===== config.mk =====
export PLATFORM = sky130hd
export DESIGN_NAME = reg_shadow_tracker
export DESIGN_NICKNAME = d
export VERILOG_FILES = /design/src/rtl/reg_shadow_tracker.sv
export SDC_FILE = /design/constraint.sdc
export NUM_CORES = 2
export LEC_CHECK = 0
export CAP_MARGIN = 40
export CORE_MARGIN = 2
export CORE_UTILIZATION = 45
export CTS_BUF_LIST = sky130_fd_sc_hd__clkbuf_8
export DETAILED_ROUTE_END_ITERATION = 8
export PLACE_DENSITY = 0.7
export RECOVER_POWER = 25
export SETUP_SLACK_MARGIN = 0.4
export SLEW_MARGIN = 20
export SYNTH_ARGS = -nofsm -noshare
export SYNTH_HDL_FRONTEND = slang
export SYNTH_SLANG_ARGS = --single-unit

===== constraint.sdc =====
create_clock -name clk -period 1.8 [get_ports clk]
set_input_delay 0.27 -clock clk [delete_from_list [all_inputs] [get_ports clk]]
set_output_delay 0.27 -clock clk [all_outputs]
set_load 0.05 [all_outputs]

===== src/rtl/reg_shadow_tracker.sv =====
// reg_shadow_tracker
// Snoops the register-file write port and keeps a shadow copy of x0..x31.
// Once per frame it publishes a tear-free snapshot for the VGA debug view,
// and it maintains a per-register highlight age that drives changed_mask.
//
// Ports
//   clk           display pixel clock (sole clock)
//   reset         synchronous, active-high
//   wr_en         register-file write strobe
//   wr_addr       destination register index
//   wr_data       write data
//   frame_tick    1-cycle pulse at start of vertical blanking (publish point)
//   freeze        1 = hold published snapshot and ages; tracking continues
//   regs_out      published snapshot, unpacked [0:NREGS-1]
//   changed_mask  bit i = 1 while register i highlight age != 0
//   mask_any      OR-reduction of changed_mask
//
// Build option
//   REG_TRACK_VALUE_CHANGE_EN : when defined, a write marks its register for
//   highlighting only if the data differs from the current shadow value.
//   When undefined, every write to x1..x31 marks the register.

module reg_shadow_tracker #(
  parameter int XLEN        = 32,
  parameter int NREGS       = 32,
  parameter int HOLD_FRAMES = 30
) (
  input  logic                     clk,
  input  logic                     reset,
  input  logic                     wr_en,
  input  logic [$clog2(NREGS)-1:0] wr_addr,
  input  logic [XLEN-1:0]          wr_data,
  input  logic                     frame_tick,
  input  logic                     freeze,
  output logic [XLEN-1:0]          regs_out [0:NREGS-1],
  output logic [NREGS-1:0]         changed_mask,
  output logic                     mask_any
);

  localparam int AGE_W = $clog2(HOLD_FRAMES + 1);

  logic [XLEN-1:0]  shadow_q   [0:NREGS-1];
  logic [XLEN-1:0]  shadow_d   [0:NREGS-1];
  logic [XLEN-1:0]  regs_out_q [0:NREGS-1];
  logic [XLEN-1:0]  regs_out_d [0:NREGS-1];
  logic [AGE_W-1:0] age_q      [0:NREGS-1];
  logic [AGE_W-1:0] age_d      [0:NREGS-1];
  logic [NREGS-1:0] pending_q;
  logic [NREGS-1:0] pending_d;
  logic [NREGS-1:0] mask_q;
  logic [NREGS-1:0] mask_d;

  logic wr_hit;
  logic mark;
  logic publish;

  always_comb begin
    // x0 is hardwired to zero, so writes to it are ignored entirely.
    wr_hit = wr_en && (wr_addr != '0);
`ifdef REG_TRACK_VALUE_CHANGE_EN
    // Compare against the live shadow so a same-frame rewrite of an
    // already-changed value is judged against the latest write.
    mark = wr_hit && (wr_data != shadow_q[wr_addr]);
`else
    mark = wr_hit;
`endif
    publish = frame_tick && !freeze;
  end

  always_comb begin
    shadow_d   = shadow_q;
    regs_out_d = regs_out_q;
    age_d      = age_q;
    pending_d  = pending_q;
    mask_d     = mask_q;

    if (wr_hit) begin
      shadow_d[wr_addr] = wr_data;
    end

    if (publish) begin
      // Snapshot uses the pre-write shadow: a same-cycle write waits for
      // the next frame.
      regs_out_d = shadow_q;
      for (int i = 0; i < NREGS; i++) begin
        if (pending_q[i]) begin
          age_d[i] = AGE_W'(HOLD_FRAMES);
        end else if (age_q[i] != '0) begin
          age_d[i] = age_q[i] - AGE_W'(1);
        end
        mask_d[i] = (age_d[i] != '0);
      end
      pending_d = '0;
    end

    // Applied after the publish clear so a same-cycle write survives it.
    if (mark) begin
      pending_d[wr_addr] = 1'b1;
    end
  end

  always_ff @(posedge clk) begin
    if (reset) begin
      shadow_q   <= '{default: '0};
      regs_out_q <= '{default: '0};
      age_q      <= '{default: '0};
      pending_q  <= '0;
      mask_q     <= '0;
    end else begin
      shadow_q   <= shadow_d;
      regs_out_q <= regs_out_d;
      age_q      <= age_d;
      pending_q  <= pending_d;
      mask_q     <= mask_d;
    end
  end

  assign regs_out     = regs_out_q;
  assign changed_mask = mask_q;
  assign mask_any     = |mask_q;

endmodule


Word-level counts from Yosys, hierarchy flattened
Index checks and enable logic that the tools add are counted.
Operators by class
  muxes and demuxes: 103
  magnitude comparators: 4
  shift-type cells: 0
  add/sub/neg operators: 32
  multipliers: 0
  bitwise gates (word level): 2
  reduce and logical (&&, ||, !) cells: 71
  eq/ne operators: 0
  divide/modulo/power cells: 0
Operator list (count)
  bitwise mux 1024 bit: 1
  two-way mux 5 bit: 96
  nonzero test 5 bit: 65
  demux 32 bit (select 5 bit): 1
  subtractor 5 x 1 -> 5 bit (second input constant): 32
  two-way mux 32 bit: 3
  OR 32 bit: 1
  OR reduction 32 bit: 1
  >= comparator 6 bit (second input constant): 1
  < comparator 5 x 6 -> 1 bit (second input constant): 1
  < comparator 6 x 1 -> 1 bit (second input constant): 1
  inverter 5 -> 6 bit: 1
  demux 1 bit (select 5 bit): 1
  >= comparator 5 x 1 -> 1 bit (second input constant): 1
  logical AND 1 bit: 4
  zero test 1 bit: 1
  two-way mux 1 bit: 1
Word-level totals
  bits in writable memories: 0
  memories kept: 0
  register bits after elaboration: 2272
  output and inout bits: 1057
  input bits: 42
  bits in latches: 0
  ROM bits: 0
  logic and storage cells: 310

Longest topological paths before layout
  depth in word-level cells: 6
  depth in mapped cells: 7
  gate-level depth less buffers: 6

Worst setup path before layout
No wires, ideal clock.
  path kind: reg-to-reg
  start: register age_q[0] in the netlist's numbering
  end: register mask_q[31] (netlist: changed_mask[31])
  clock period less this slack: 1675 ps
  data arrival time: 1584 ps
  slack: 125 ps
  cell stages (with the launch flop): 7
  library setup time: 91 ps
  buffers on the path: 0
  cell sequence: dfxtp_1 > inv_1 > ha_1 > or4b_2 > nand2_1 > o21ai_0 > a311oi_1
Between the ends
  longest elaborated chain between the ends: 5
Ends and longest elaborated chain
  from (decl): line 46  | logic [AGE_W-1:0] age_q [0:NREGS-1];
  from (signal assigned): line 112  | age_q <= age_d;
  subtractor 5 x 1 -> 5 bit or nonzero test 5 bit (tied branches): line 89, 88
  two-way mux 5 bit *: line 88  | end else if (age_q[i] != '0) begin
  two-way mux 5 bit *: line 86  | if (pending_q[i]) begin
  two-way mux 5 bit *: line 81  | if (publish) begin
  nonzero test 5 bit *: line 91  | mask_d[i] = (age_d[i] != '0);
  to (signal assigned): line 114  | mask_q <= mask_d;
  to (decl): line 50  | logic [NREGS-1:0] mask_q;
Every way passes the cells marked *; elsewhere a longest branch is shown, timed or not. The select of a mux whose other input is x is not followed.
A chain may end at the register's enable or synchronous reset.

Worst setup path after layout
  start: register mask_q[15] (netlist: changed_mask[15])
  end: output port mask_any
Between the ends
  longest elaborated chain between the ends: 1
Ends and longest elaborated chain
  OR reduction 32 bit: line 120  | assign mask_any = |mask_q;
  to (decl): line 37  | output logic mask_any
Every way passes these cells.

==> out/metrics.yaml <==
floorplan:
  start_util_pct: 45.23
  rows: 156
  die_area_mm2: 0.1849
  dieWidth_um: 430.0
  coreArea_mm2: 0.1805
  die_h_um: 430.0
  ioPinCount: 1099
global_routing:
  antenna_found_initial: 19
  grt_pass1_wl_um: 480400
  grt_max_degree: 128
  grt-ovfl-total: 0
  grt_pass1_vias: 75945
  grtUsageTotal_pct: 34.20
clock_network:
  htreeDepth: 5
  path_clk_slew_ps: 60
  cts_root_buf: "clkbuf_8"
  clk_latency_ps: 1070
  tritoncts: "built"
  cts_buffers: 380
  cts.sinks: 2272
  clockBufferDepth: 4
sta:
  post-route-period-util_pct: 149.0
  fmax_mhz: 372.9
  slew_headroom_pct: 7.529
  period_needed_ps: 2682
  rsz0062_at_grt: "yes"
  fin_ws_ps: -881.6
  tns_ps: -252950
  slew_viol_final: 0
  finalHoldViolations: 0
  fin_skew_ps: 61.70
  finalSetupViolCount: 2095
  hold-worst-slack_ps: 215.4
  tightest_slew_ps: 1387
logic_synthesis:
  syn_area_mm2: 0.08166
  yosys_warnings: 0
  async_reset_ff_share_pct: 0
  yosysSeqAreaShare_pct: 55.70
  synth_common_cells: "nand2_1 (4202), dfxtp_1 (2272), a21oi_1 (2142)"
  netlist_instances: 10382
  synth_area_leaders: "dfxtp_1 (56%), nand2_1 (19%), a21oi_1 (13%)"
  yosysMostFrequentCell: "nand2_1"
  netlist.area_leader.share_pct: 55.70
  ys_ff_latch: 2272
  yosys.area.top_type: "dfxtp_1"
  synth-edff-count: 0
  syn_nets: 10456
  ys.flop_type: "dfxtp_1"
  avgSynthCellArea_um2: 7.866
  ys_types: 48
drt:
  via_per_inst: 5.679
  routed_wl_um: 344700
  dr.pass1.iters: 6
  antenna_left: 0
  routedWlPerCell_um: 23.93
  drtIter0Drc: 8933
  dr_total_vias: 81797
  route.detailed.drc: 0
status:
  status: "complete, but fails checks"
  violations: "setup timing"
run:
  maxCapViolCount: 0
finish:
  final_cell_area_mm2: 0.1168
  multiInputGateArea_mm2: 0.03357
  areaGrowthSynthToFinish_pct: 42.97
  seq_area_mm2: 0.04801
  drive_gt1_share_pct: 30.10
  fin_nets: 11836
  fill_cells: 13579
setup_path:
  path_class: "register to output pin"
  arrival_ps: 2410
  cp-end-kind: "output pin"
  crit_path_start_kind: "register"
  critPathMaxFanout: 3
  required_ps: 1530
place:
  placed_area_mm2: 0.09738
  portBuffers: 1098
  dpl.hpwl_um: 208900
  gp_congestion: 0.9171
pwr:
  power-per-cell-area_mw_per_mm2: 900.0
  vdd_ir_drop_max_uv: 649.5
  leakage_uw: 0.04246
  p_total_uw: 105100
worst_hold_path:
  worstHoldPathType: "input pin to register"
[report_power, final]
group	switching (uW)	leakage, uW	internal [uW]	total (uW)
clock network	21100	0.00433	24700	45800
registers	615	0.0190	50100	50800
logic	5350	0.0191	3150	8500
total	27000	0.0425	78000	105000
[final cells by class]
class                   count  area share, %
inverters                  66         0.2293
well taps                2370          2.540
clock buffers             489          5.764
diodes                      5        0.01072
flip-flops and latches   2272          41.12
repair buffers           1841          20.90
multi-input cells        7201          28.76
clock inverters           159         0.6730
[sequential cells by signal, indices dropped and copies added, names as in the netlist]
signal        cells
age_q           160
pending_q        32
regs_out       1024
changed_mask     32
shadow_q       1024
[critical path: stages, from the launching register on]
cell and delay, ps:
dfxtp_4 370, nor4_1 380, nand4_1 190, or2_4 320, buf_8 160
[kinds of logic (layout without fill, tap and decap cells)]
| group | count (synthesis) | in the layout | synth area share, % |
|---|---|---|---|
| DFF | 2272 | 2272 | 55.70 |
| other | 0 | 5 | 0 |
| buffers and inverters | 909 | 2555 | 4.465 |
| adders and majority gates | 32 | 32 | 0.4903 |
| AOI/OAI and AO/OA | 2372 | 2372 | 15.22 |
| xor gates and xnor gates | 30 | 30 | 0.3218 |
| and+or+nand+nor | 4704 | 4704 | 23.04 |
| muxes | 63 | 63 | 0.7737 |
[per-layer routing]
layer  vias to the layer above  part of all wire, %  GRT usage [%]
met4                        18                  8.8          26.11
met5                         -                0.039              0
met1                     38950                   36          41.50
li1                      36618                    -              -
met3                      1283                   10          7.124
met2                      4928                   45          53.28
[repair_timing]
item                                    in CTS  in global routing
hold buffers                                34                  0
gates cloned                                 0                  0
endpoints found under the hold margin     2264                  0
resized for setup                         4676               1088
pin swaps                                    4                 61
setup buffers                               50                209
endpoints found under the setup margin    1125               1176
[path summary, 6_finish.rpt]
path / cells after the start / slack (ps) / end / from
max: 4 / -880 / mask_any / changed_mask[15]
min: 5 / 220 / regs_out[63] / freeze
max reg2reg: 6 / 180 / changed_mask[9] / age_q[110]
min reg2reg: 2 / 390 / regs_out[474] / shadow_q[474]
[layout by cell type, fill, tap and decap left out, drive strengths merged, types with 4 or more instances in the layout]
master         count
nand4b             4
or3               34
clkinvlp           5
a311oi            32
bufinv             4
or2                7
nor4b             32
diode              5
nand2b            43
a21oi           2142
xnor2             30
dlygate4sd3       35
o41ai             30
o31ai             30
inv              182
a211oi            90
nor4              38
nor2b             67
ha                32
nor3b              4
o21ai             41
nand2           4202
and2               9
dfxtp           2272
clkbuf           521
nor3             100
mux2i             62
nand3              4
nor2             146
buf             1767
clkdlybuf4s50      7
clkinv            34
[stage by stage]
stage | util, % | instances | setup slack (ps)
after global routing | 64.66 | 14400 | -1038
after floorplan | - | 10382 | 337.2
after detailed placement | 53.94 | 13457 | -529.9
after CTS | 62.18 | 14189 | -1061
after global placement | 53.94 | 13457 | -531.3
final | 64.67 | 14403 | -881.6
Note: power is estimated with default switching activity, not from simulation.
